`src/rtl/alu_sequencer.sv`:
```
// alu_sequencer: command FIFO in front of a combinational ALU, plus a
// result register with valid/ready handshake and a saturating error count.
module alu_sequencer #(
  parameter int BITS       = 8,
  parameter int FIFO_DEPTH = 4,
  parameter int CNT_W      = 8
) (
  input  logic             i_clk,
  input  logic             i_rst_n,
  input  logic             i_valid,
  output logic             o_ready,
  input  logic [BITS-1:0]  i_a,
  input  logic [BITS-1:0]  i_b,
  input  logic [1:0]       i_op,
  output logic [BITS-1:0]  o_alu_a,
  output logic [BITS-1:0]  o_alu_b,
  output logic [1:0]       o_alu_op,
  input  logic [BITS-1:0]  i_alu_out,
  input  logic [3:0]       i_alu_status,
  output logic             o_valid,
  input  logic             i_ready,
  output logic [BITS-1:0]  o_result,
  output logic [3:0]       o_status,
  output logic [CNT_W-1:0] o_err_cnt,
  output logic             o_busy
);

  localparam int PTR_W  = $clog2(FIFO_DEPTH);
  localparam int FCNT_W = PTR_W + 1;
  localparam logic [FCNT_W-1:0] FULL_CNT = FCNT_W'(FIFO_DEPTH);

  typedef struct packed {
    logic [BITS-1:0] a;
    logic [BITS-1:0] b;
    logic [1:0]      op;
  } cmd_t;

  typedef enum logic [1:0] {IDLE, ISSUE, WAIT_OUT} state_t;

  cmd_t              fifo_mem [FIFO_DEPTH];
  logic [PTR_W-1:0]  wr_ptr_q, wr_ptr_d;
  logic [PTR_W-1:0]  rd_ptr_q, rd_ptr_d;
  logic [FCNT_W-1:0] cnt_q, cnt_d;
  state_t            state_q, state_d;
  cmd_t              alu_cmd_q, alu_cmd_d;
  logic              valid_q, valid_d;
  logic [BITS-1:0]   result_q, result_d;
  logic [3:0]        status_q, status_d;
  logic [CNT_W-1:0]  err_cnt_q, err_cnt_d;

  logic fifo_empty;
  logic fifo_full;
  logic push;
  logic pop;
  cmd_t head;

  // Ready depends only on the registered fill level, never on a same-cycle pop.
  assign fifo_empty = (cnt_q == '0);
  assign fifo_full  = (cnt_q == FULL_CNT);
  assign o_ready    = i_rst_n & ~fifo_full;
  assign push       = i_valid & o_ready;
  assign head       = fifo_mem[rd_ptr_q];

  assign o_alu_a   = alu_cmd_q.a;
  assign o_alu_b   = alu_cmd_q.b;
  assign o_alu_op  = alu_cmd_q.op;
  assign o_valid   = valid_q;
  assign o_result  = result_q;
  assign o_status  = status_q;
  assign o_err_cnt = err_cnt_q;
  assign o_busy    = (state_q != IDLE) | ~fifo_empty;

  // FIFO storage write on an accepted command.
  // NOTE: the storage array has no reset; the pointers and count alone decide which entries are valid.
  always_ff @(posedge i_clk) begin
    if (push) fifo_mem[wr_ptr_q] <= cmd_t'({i_a, i_b, i_op});
  end

  // FIFO pointer and fill-level update; power-of-two depth wraps naturally.
  // NOTE: every always_comb output gets a default first so no path can infer a latch.
  always_comb begin
    wr_ptr_d = wr_ptr_q;
    rd_ptr_d = rd_ptr_q;
    cnt_d    = cnt_q;
    if (push) wr_ptr_d = wr_ptr_q + PTR_W'(1);
    if (pop)  rd_ptr_d = rd_ptr_q + PTR_W'(1);
    case ({push, pop})
      2'b10:   cnt_d = cnt_q + FCNT_W'(1);
      2'b01:   cnt_d = cnt_q - FCNT_W'(1);
      default: cnt_d = cnt_q;
    endcase
  end

  // Sequencer next-state: pop into the ALU, capture result, hold until taken.
  always_comb begin
    state_d   = state_q;
    pop       = 1'b0;
    alu_cmd_d = alu_cmd_q;
    valid_d   = valid_q;
    result_d  = result_q;
    status_d  = status_q;
    err_cnt_d = err_cnt_q;
    case (state_q)
      IDLE: begin
        if (!fifo_empty) begin
          pop     = 1'b1;
          state_d = ISSUE;
        end
      end
      ISSUE: begin
        result_d = i_alu_out;
        status_d = i_alu_status;
        valid_d  = 1'b1;
        if (i_alu_status[0] && (err_cnt_q != '1)) err_cnt_d = err_cnt_q + CNT_W'(1);
        state_d  = WAIT_OUT;
      end
      WAIT_OUT: begin
        if (i_ready) begin
          valid_d = 1'b0;
          if (!fifo_empty) begin
            pop     = 1'b1;
            state_d = ISSUE;
          end else begin
            state_d = IDLE;
          end
        end
      end
      default: state_d = IDLE;
    endcase
    if (pop) alu_cmd_d = head;
  end

  // State registers with synchronous active-low reset.
  // NOTE: sequential state uses non-blocking assignments so all flops update together.
  always_ff @(posedge i_clk) begin
    if (!i_rst_n) begin
      wr_ptr_q  <= '0;
      rd_ptr_q  <= '0;
      cnt_q     <= '0;
      state_q   <= IDLE;
      alu_cmd_q <= '0;
      valid_q   <= 1'b0;
      result_q  <= '0;
      status_q  <= '0;
      err_cnt_q <= '0;
    end else begin
      wr_ptr_q  <= wr_ptr_d;
      rd_ptr_q  <= rd_ptr_d;
      cnt_q     <= cnt_d;
      state_q   <= state_d;
      alu_cmd_q <= alu_cmd_d;
      valid_q   <= valid_d;
      result_q  <= result_d;
      status_q  <= status_d;
      err_cnt_q <= err_cnt_d;
    end
  end

endmodule
```
`config.mk`:
```
export PLATFORM = sky130hd
export DESIGN_NAME = alu_sequencer
export DESIGN_NICKNAME = d
export VERILOG_FILES = /design/src/rtl/alu_sequencer.sv
export SDC_FILE = /design/constraint.sdc
export NUM_CORES = 1
export LEC_CHECK = 0
export CORE_MARGIN = 3
export CORE_UTILIZATION = 46
export DETAILED_ROUTE_END_ITERATION = 7
export PLACE_DENSITY = 0.71
export SKIP_LAST_GASP = 1
export SLEW_MARGIN = 30
export SYNTH_ARGS = -nofsm -noshare
export SYNTH_HDL_FRONTEND = slang
export SYNTH_SLANG_ARGS = --single-unit
```
`constraint.sdc`:
```
create_clock -name i_clk -period 5.65 [get_ports i_clk]
set_clock_uncertainty 0.1 [all_clocks]
set_input_delay 1.695 -clock i_clk [delete_from_list [all_inputs] [get_ports i_clk]]
set_output_delay 1.695 -clock i_clk [all_outputs]
set_load 0.1 [all_outputs]
```
==> summary.md, run 1 <==
| Metric | Value |
|---|---|
| Effective utilization at floorplan | 48.2% |
| Sequential share of the synthesized area | 69.2% |
| Num rows | 35 |
| Synth top area cells | edfxtp_1 (48%), dfxtp_1 (21%), mux4_2 (9.0%) |
| Synth warnings | 0 |
| TritonRoute pass-1 iters | 4 |
| Min-Delay Path Depth | 2 |
| Die height | 105 um |
| Syn_nets | 366 |
| Hold Path End | o_alu_b[0]$_SDFFE_PN0P_ |
| Layout area overhead | 33.5% |
| Fmax | 218 MHz |
| Final min period | 4590 ps |
| Syn avg cell area | 13.9 sq um |
| Status | complete, no violations |
| Via density | 5.09 |
| Peak VDD IR | 0.410 mV |
| Top-area cell type share of the netlist area | 47.9% |
| FF-to-FF End | cnt_q[2]$_SDFFE_PN0P_ |
| ANT cells | 0 |
| Final period utilization | 81.2% |
| Synth top cells by count | edfxtp_1 (72), nand2_1 (63), dfxtp_1 (48) |
| Most numerous cell in the Yosys netlist | edfxtp_1 |
| Avg WL per Cell | 16.5 um |
| CTS Buf Count | 17 |
| Worst EP arrival | 2790 ps |
| R2R Setup Slk | 2490 ps |
| Placed inst area | 5380 sq um |
| Number of synthesized flops with an enable pin | 72 |
| Worst Path Required | 3860 ps |
| CP Capture Type | output port |
| Drt total wl | 9000 um |
| Resized Gates After CTS | 0 |
| Net count, final | 446 |
| Final instance area | 6030 sq um |
| Register-to-Register Path Depth | 8 |
| Layout cells sized above 1 | 13.6% |
| Top sig layer | met4 |
| Hold_buf cts | 0 |
| Clk slew on worst S/H paths | 50 ps |
| PD cells | 594 nW/um^2 |
| Least-Margin Pin Slew | 1010 ps |
| Worst r2r src | cnt_q[0]$_SDFFE_PN0P_ |
| Worst Setup Path Type | input pin to output port |
| M1 WL | 4020 um |
| Leakage | 2.06 nW |
| TNS Setup | 0 ps |
| Met3 wire length | 384 um |
| CTS tree | built |
| Mapped Cells | 325 |
| Max Cap Violations | 0 |
| Leading area contributor after synthesis | edfxtp_1 |
| Total track usage | 17.2% |
| Rel. slew slack | 32.7% |
| Final Hold Violating Endpoints | 0 |
| CTS Sinks | 120 |
| Setup Viol. Count Final | 0 |
| Setup bufs post-CTS | 0 |
| Clk buf depth | 2 |
| Io pins | 75 |
| Initial antenna violation count | 0 |
| Max Slew Vio Count | 0 |
| Clock Latency Late Sink | 510 ps |
| WL met2 | 4440 um |
| Vias in the first global route | 2906 |
| CP Max Fanout | 4 |
| CTS root buf | clkbuf_8 |
| Die area | 11000 sq um |
| Mapped cell area | 4510 sq um |
| Worst hold path type | flip-flop to flip-flop |
| Post-DP HPWL | 5590 um |
| Hold_sp | o_alu_b[0]$_SDFFE_PN0P_ |
| Total grt overflow | 0 |
| Synthesized flop and latch total | 120 |
| H-tree depth | 4 |
| Port Buffer Count | 74 |
| Core area | 9370 sq um |
| DRC errors left | 0 |
| Die W | 105 um |
| First-pass GRT wire length | 14600 um |
| Post-route ant nets | 0 |
| Post-synth top flop | edfxtp_1 |
| Largest net degree at the start of global routing | 48 |
| Synth cell types | 34 |
| RSZ-0062 raised after global routing | no |
| RePlAce Congestion | 0.760 |
| Initial DRC Count | 153 |
| Async set-reset flop share out of synthesis | 0% |
| Crit start category | input pin |
| Detailed-route via count | 2786 |
## layout by cell type, fill, tap and decap left out, types with 2 or more instances in the layout
master	Yosys	final
clkdlybuf4s50_1	0	73
edfxtp_1	72	72
nand2_1	63	63
dfxtp_1	48	47
a21oi_1	37	37
clkbuf_16	0	19
mux4_2	18	18
nor2_1	12	12
inv_1	6	6
ha_1	6	6
o31ai_1	4	4
xor2_1	4	4
nor3_1	3	3
nor2b_1	3	3
or3_1	3	3
and2_1	4	3
nand3_1	3	3
xnor2_1	3	3
bufinv_16	0	3
clkinv_4	0	3
nand4_1	2	2
nand2b_1	2	2
o211ai_1	2	2
or4_1	2	2
o21a_1	2	2
mux2i_1	2	2
clkbuf_8	0	2
clkbuf_1	10	2
clkinv_2	0	2
buf_4	0	2
## per-stage QoR
stage / power (mW) / utilization, % / cells / setup WS [ps] / hold WS, ps
6_report: 3.58 / 64.3 / 547 / 1060 / 355
5_1_grt: 3.72 / 64.3 / 547 / 1010 / 370
4_1_cts: 3.61 / 64.3 / 547 / 1030 / 355
3_5_place_dp: 2.46 / 57.4 / 515 / 841 / 348
3_3_place_gp: 2.44 / 57.4 / 515 / 953 / 343
2_1_floorplan: 2.16 / - / 325 / 242 / 395
## registers in the layout, summed over array words and instances, names as in the netlist, 3 cells and up
| signal | flops |
|---|---|
| o_alu_a | 8 |
| o_status | 4 |
| cnt_q | 3 |
| o_alu_b | 8 |
| o_err_cnt | 8 |
| o_result | 8 |
| fifo_mem | 72 |
## report_power, final
group | switching (mW) | leakage (nW) | total (mW) | internal, mW
clock | 0.375 | 0.314 | 1.14 | 0.763
sequential | 0.0884 | 1.05 | 1.14 | 1.05
combinational | 0.946 | 0.701 | 1.30 | 0.351
## worst max-delay path by stage
stage	startpoint	endpoint	slack (ps)	cells past startpoint
floorplan	i_rst_n	o_ready	240	4
global placement	i_ready	cnt_q[2]$_SDFFE_PN0P_	950	9
detailed placement	i_ready	cnt_q[2]$_SDFFE_PN0P_	840	9
CTS	i_rst_n	o_ready	1030	4
global route	i_rst_n	o_ready	1010	4
finish	i_rst_n	o_ready	1060	4
## cells by family after synthesis
group | Yosys count | synth area share, %
flops | 120 | 69.2
simple gates | 100 | 9.70
compound gates | 49 | 6.29
buf+inv | 22 | 1.94
mux | 20 | 9.42
xor+xnor | 7 | 1.36
fa+ha+maj | 7 | 2.11
## metal layers
layer  vias to the layer above  global-route usage, %
li1                       1347                      -
met1                      1358                   21.2
met2                        67                   28.6
met3                        14                   5.37
met4                         0                   6.47
met5                         -                      0
## worst max-delay path: stages
cell and delay (ps):
clkdlybuf4s50_1 540, inv_1 90, a21oi_1 250, buf_12 220
## layout make-up
class,count,area (sq um)
tap,129,161
clock buffer,23,510
timing repair buffer,76,766
inverter,7,26.3
fill,734,3340
sequential,120,3120
clock inverter,9,134
multi-input combinational,183,1310
(Power assumes the default switching activity.)
==> run 2, diff against run 1 <==
- PLACE_DENSITY: 0.71 -> 0.73
- clock period: 5.65 -> 4.01 ns (I/O delays scaled with it)
==> run 2 against run 1 <==
Final cell count increased by 1.5%. First-iteration DRC count shrank 22%. Worst setup slack lost 570 ps. Highest routed layer unchanged. Die area is the same. Largest power group unchanged.
==> summary.md, run 2 (same netlist as run 1, synthesis figures left out) <==
| Metric | Value |
|---|---|
| Final Hold Violating Endpoints | 0 |
| RSZ-0062 raised after global routing | no |
| Layout cells sized above 1 | 20.9% |
| Num rows | 35 |
| Commonest non-fill, non-tap cells in the layout | edfxtp_1 (72), nand2_1 (63), clkdlybuf4s50_1 (49) |
| RePlAce Congestion | 0.749 |
| Core area | 9370 sq um |
| Worst Path Required | 2710 ps |
| Final min period | 3510 ps |
| Largest net degree at the start of global routing | 34 |
| Resized Gates After CTS | 0 |
| DRC errors left | 0 |
| Post-route ant nets | 0 |
| Multi-input logic area | 1310 sq um |
| Crit start category | input pin |
| H-tree depth | 4 |
| Avg WL per Cell | 15.9 um |
| Via density | 5.07 |
| Worst hold path type | flip-flop to flip-flop |
| Total track usage | 17.2% |
| Die W | 105 um |
| FF+latch area | 3120 sq um |
| Final period utilization | 87.6% |
| CP Max Fanout | 4 |
| Initial antenna violation count | 0 |
| Initial DRC Count | 119 |
| Max Slew Vio Count | 0 |
| Port Buffer Count | 74 |
| Hold_buf cts | 0 |
| ANT cells | 0 |
| TritonRoute pass-1 iters | 7 |
| Hold Slack | 356 ps |
| Commonest non-fill, non-tap cell in the layout | edfxtp_1 |
| Max Cap Violations | 0 |
| CTS tree | built |
| Fmax | 285 MHz |
| CTS root buf | clkbuf_8 |
| Total grt overflow | 0 |
| Rel. slew slack | 35.2% |
| Die area | 11000 sq um |
| CP Capture Type | output port |
| Post-DP HPWL | 5710 um |
| CTS Buf Count | 17 |
| Effective utilization at floorplan | 48.2% |
| Leakage | 2.10 nW |
| Worst Setup Path Type | input pin to output port |
| Net count, final | 454 |
| Io pins | 75 |
| Clock Latency Late Sink | 510 ps |
| Setup bufs post-CTS | 0 |
| Status | complete, no violations |
| First-pass GRT wire length | 14500 um |
| Clk slew on worst S/H paths | 60 ps |
| Clk buf depth | 2 |
| Worst EP arrival | 2210 ps |
| PD cells | 810 nW/um^2 |
| Setup Viol. Count Final | 0 |
| Vias in the first global route | 2895 |
| Layout area overhead | 32.2% |
| Top reg by flops | fifo_mem |
| Detailed-route via count | 2815 |
| CTS Sinks | 120 |
| TNS Setup | 0 ps |
| Die height | 105 um |
| Number of flip-flops in the largest register | 72 |
| Peak VDD IR | 0.519 mV |
| Fill count | 723 |
| Drt total wl | 8830 um |
| Least-Margin Pin Slew | 969 ps |
run 2: changes by cell type in the layout (fill, tap and decap cells not counted), moves of 2 or more:
cell,previous run,this run
clkbuf_16,19,16
clkinvlp_4,1,4
inv_6,0,4
buf_4,2,32
clkdlybuf4s50_1,73,49
buf_12,1,3
bufinv_16,3,1
clkinv_2,2,0
clkbuf_1,2,0
run 2: worst paths after layout:
| path | slack [ps] | to | depth (start not counted) | from |
|---|---|---|---|---|
| worst min-delay path | 360 | o_alu_b[2]$_SDFFE_PN0P_ | 2 | o_alu_b[2]$_SDFFE_PN0P_ |
| worst min register to register | 360 | o_alu_b[2]$_SDFFE_PN0P_ | 2 | o_alu_b[2]$_SDFFE_PN0P_ |
| worst max register to register | 1730 | cnt_q[2]$_SDFFE_PN0P_ | 8 | cnt_q[0]$_SDFFE_PN0P_ |
| worst max-delay path | 500 | o_ready | 4 | i_rst_n |
run 2: per-stage QoR:
step | total power [mW] | area [sq um] | cells | worst slack [ps] | util (%)
2_1_floorplan | 3.04 | 4520 | 325 | 209 | -
3_3_place_gp | 3.46 | 5410 | 523 | 507 | 57.7
3_5_place_dp | 3.48 | 5410 | 523 | 478 | 57.7
4_1_cts | 4.88 | 5970 | 555 | 485 | 63.7
5_1_grt | 5.06 | 5970 | 555 | 383 | 63.7
6_report | 4.83 | 5970 | 555 | 497 | 63.7
run 2: where the power goes:
group | internal, mW | switching [mW] | leakage [nW]
Combinational | 0.496 | 1.34 | 0.792
Clock | 0.832 | 0.557 | 0.261
Sequential | 1.48 | 0.128 | 1.05
Total | 2.81 | 2.02 | 2.10
run 2: cell type report:
class / instances / share of cell area [%]
Clock buffer: 17 / 6.94
Clock inverter: 15 / 2.43
Inverter: 7 / 0.440
Multi-Input combinational cell: 183 / 21.9
Sequential cell: 120 / 52.3
Tap cell: 129 / 2.70
Timing Repair Buffer: 84 / 13.2
run 2: worst max-delay path, cell delays in order:
cell	delay, ps
clkdlybuf4s50_1	520
inv_1	120
a21oi_2	170
buf_12	190
run 2: routing by layer:
layer	share of wire, %	up-vias	GRT usage (%)
met1	43	1371	21.1
met5	0	-	0
li1	-	1358	-
met2	50	82	28.4
met4	0.68	0	5.90
met3	6.1	4	5.93
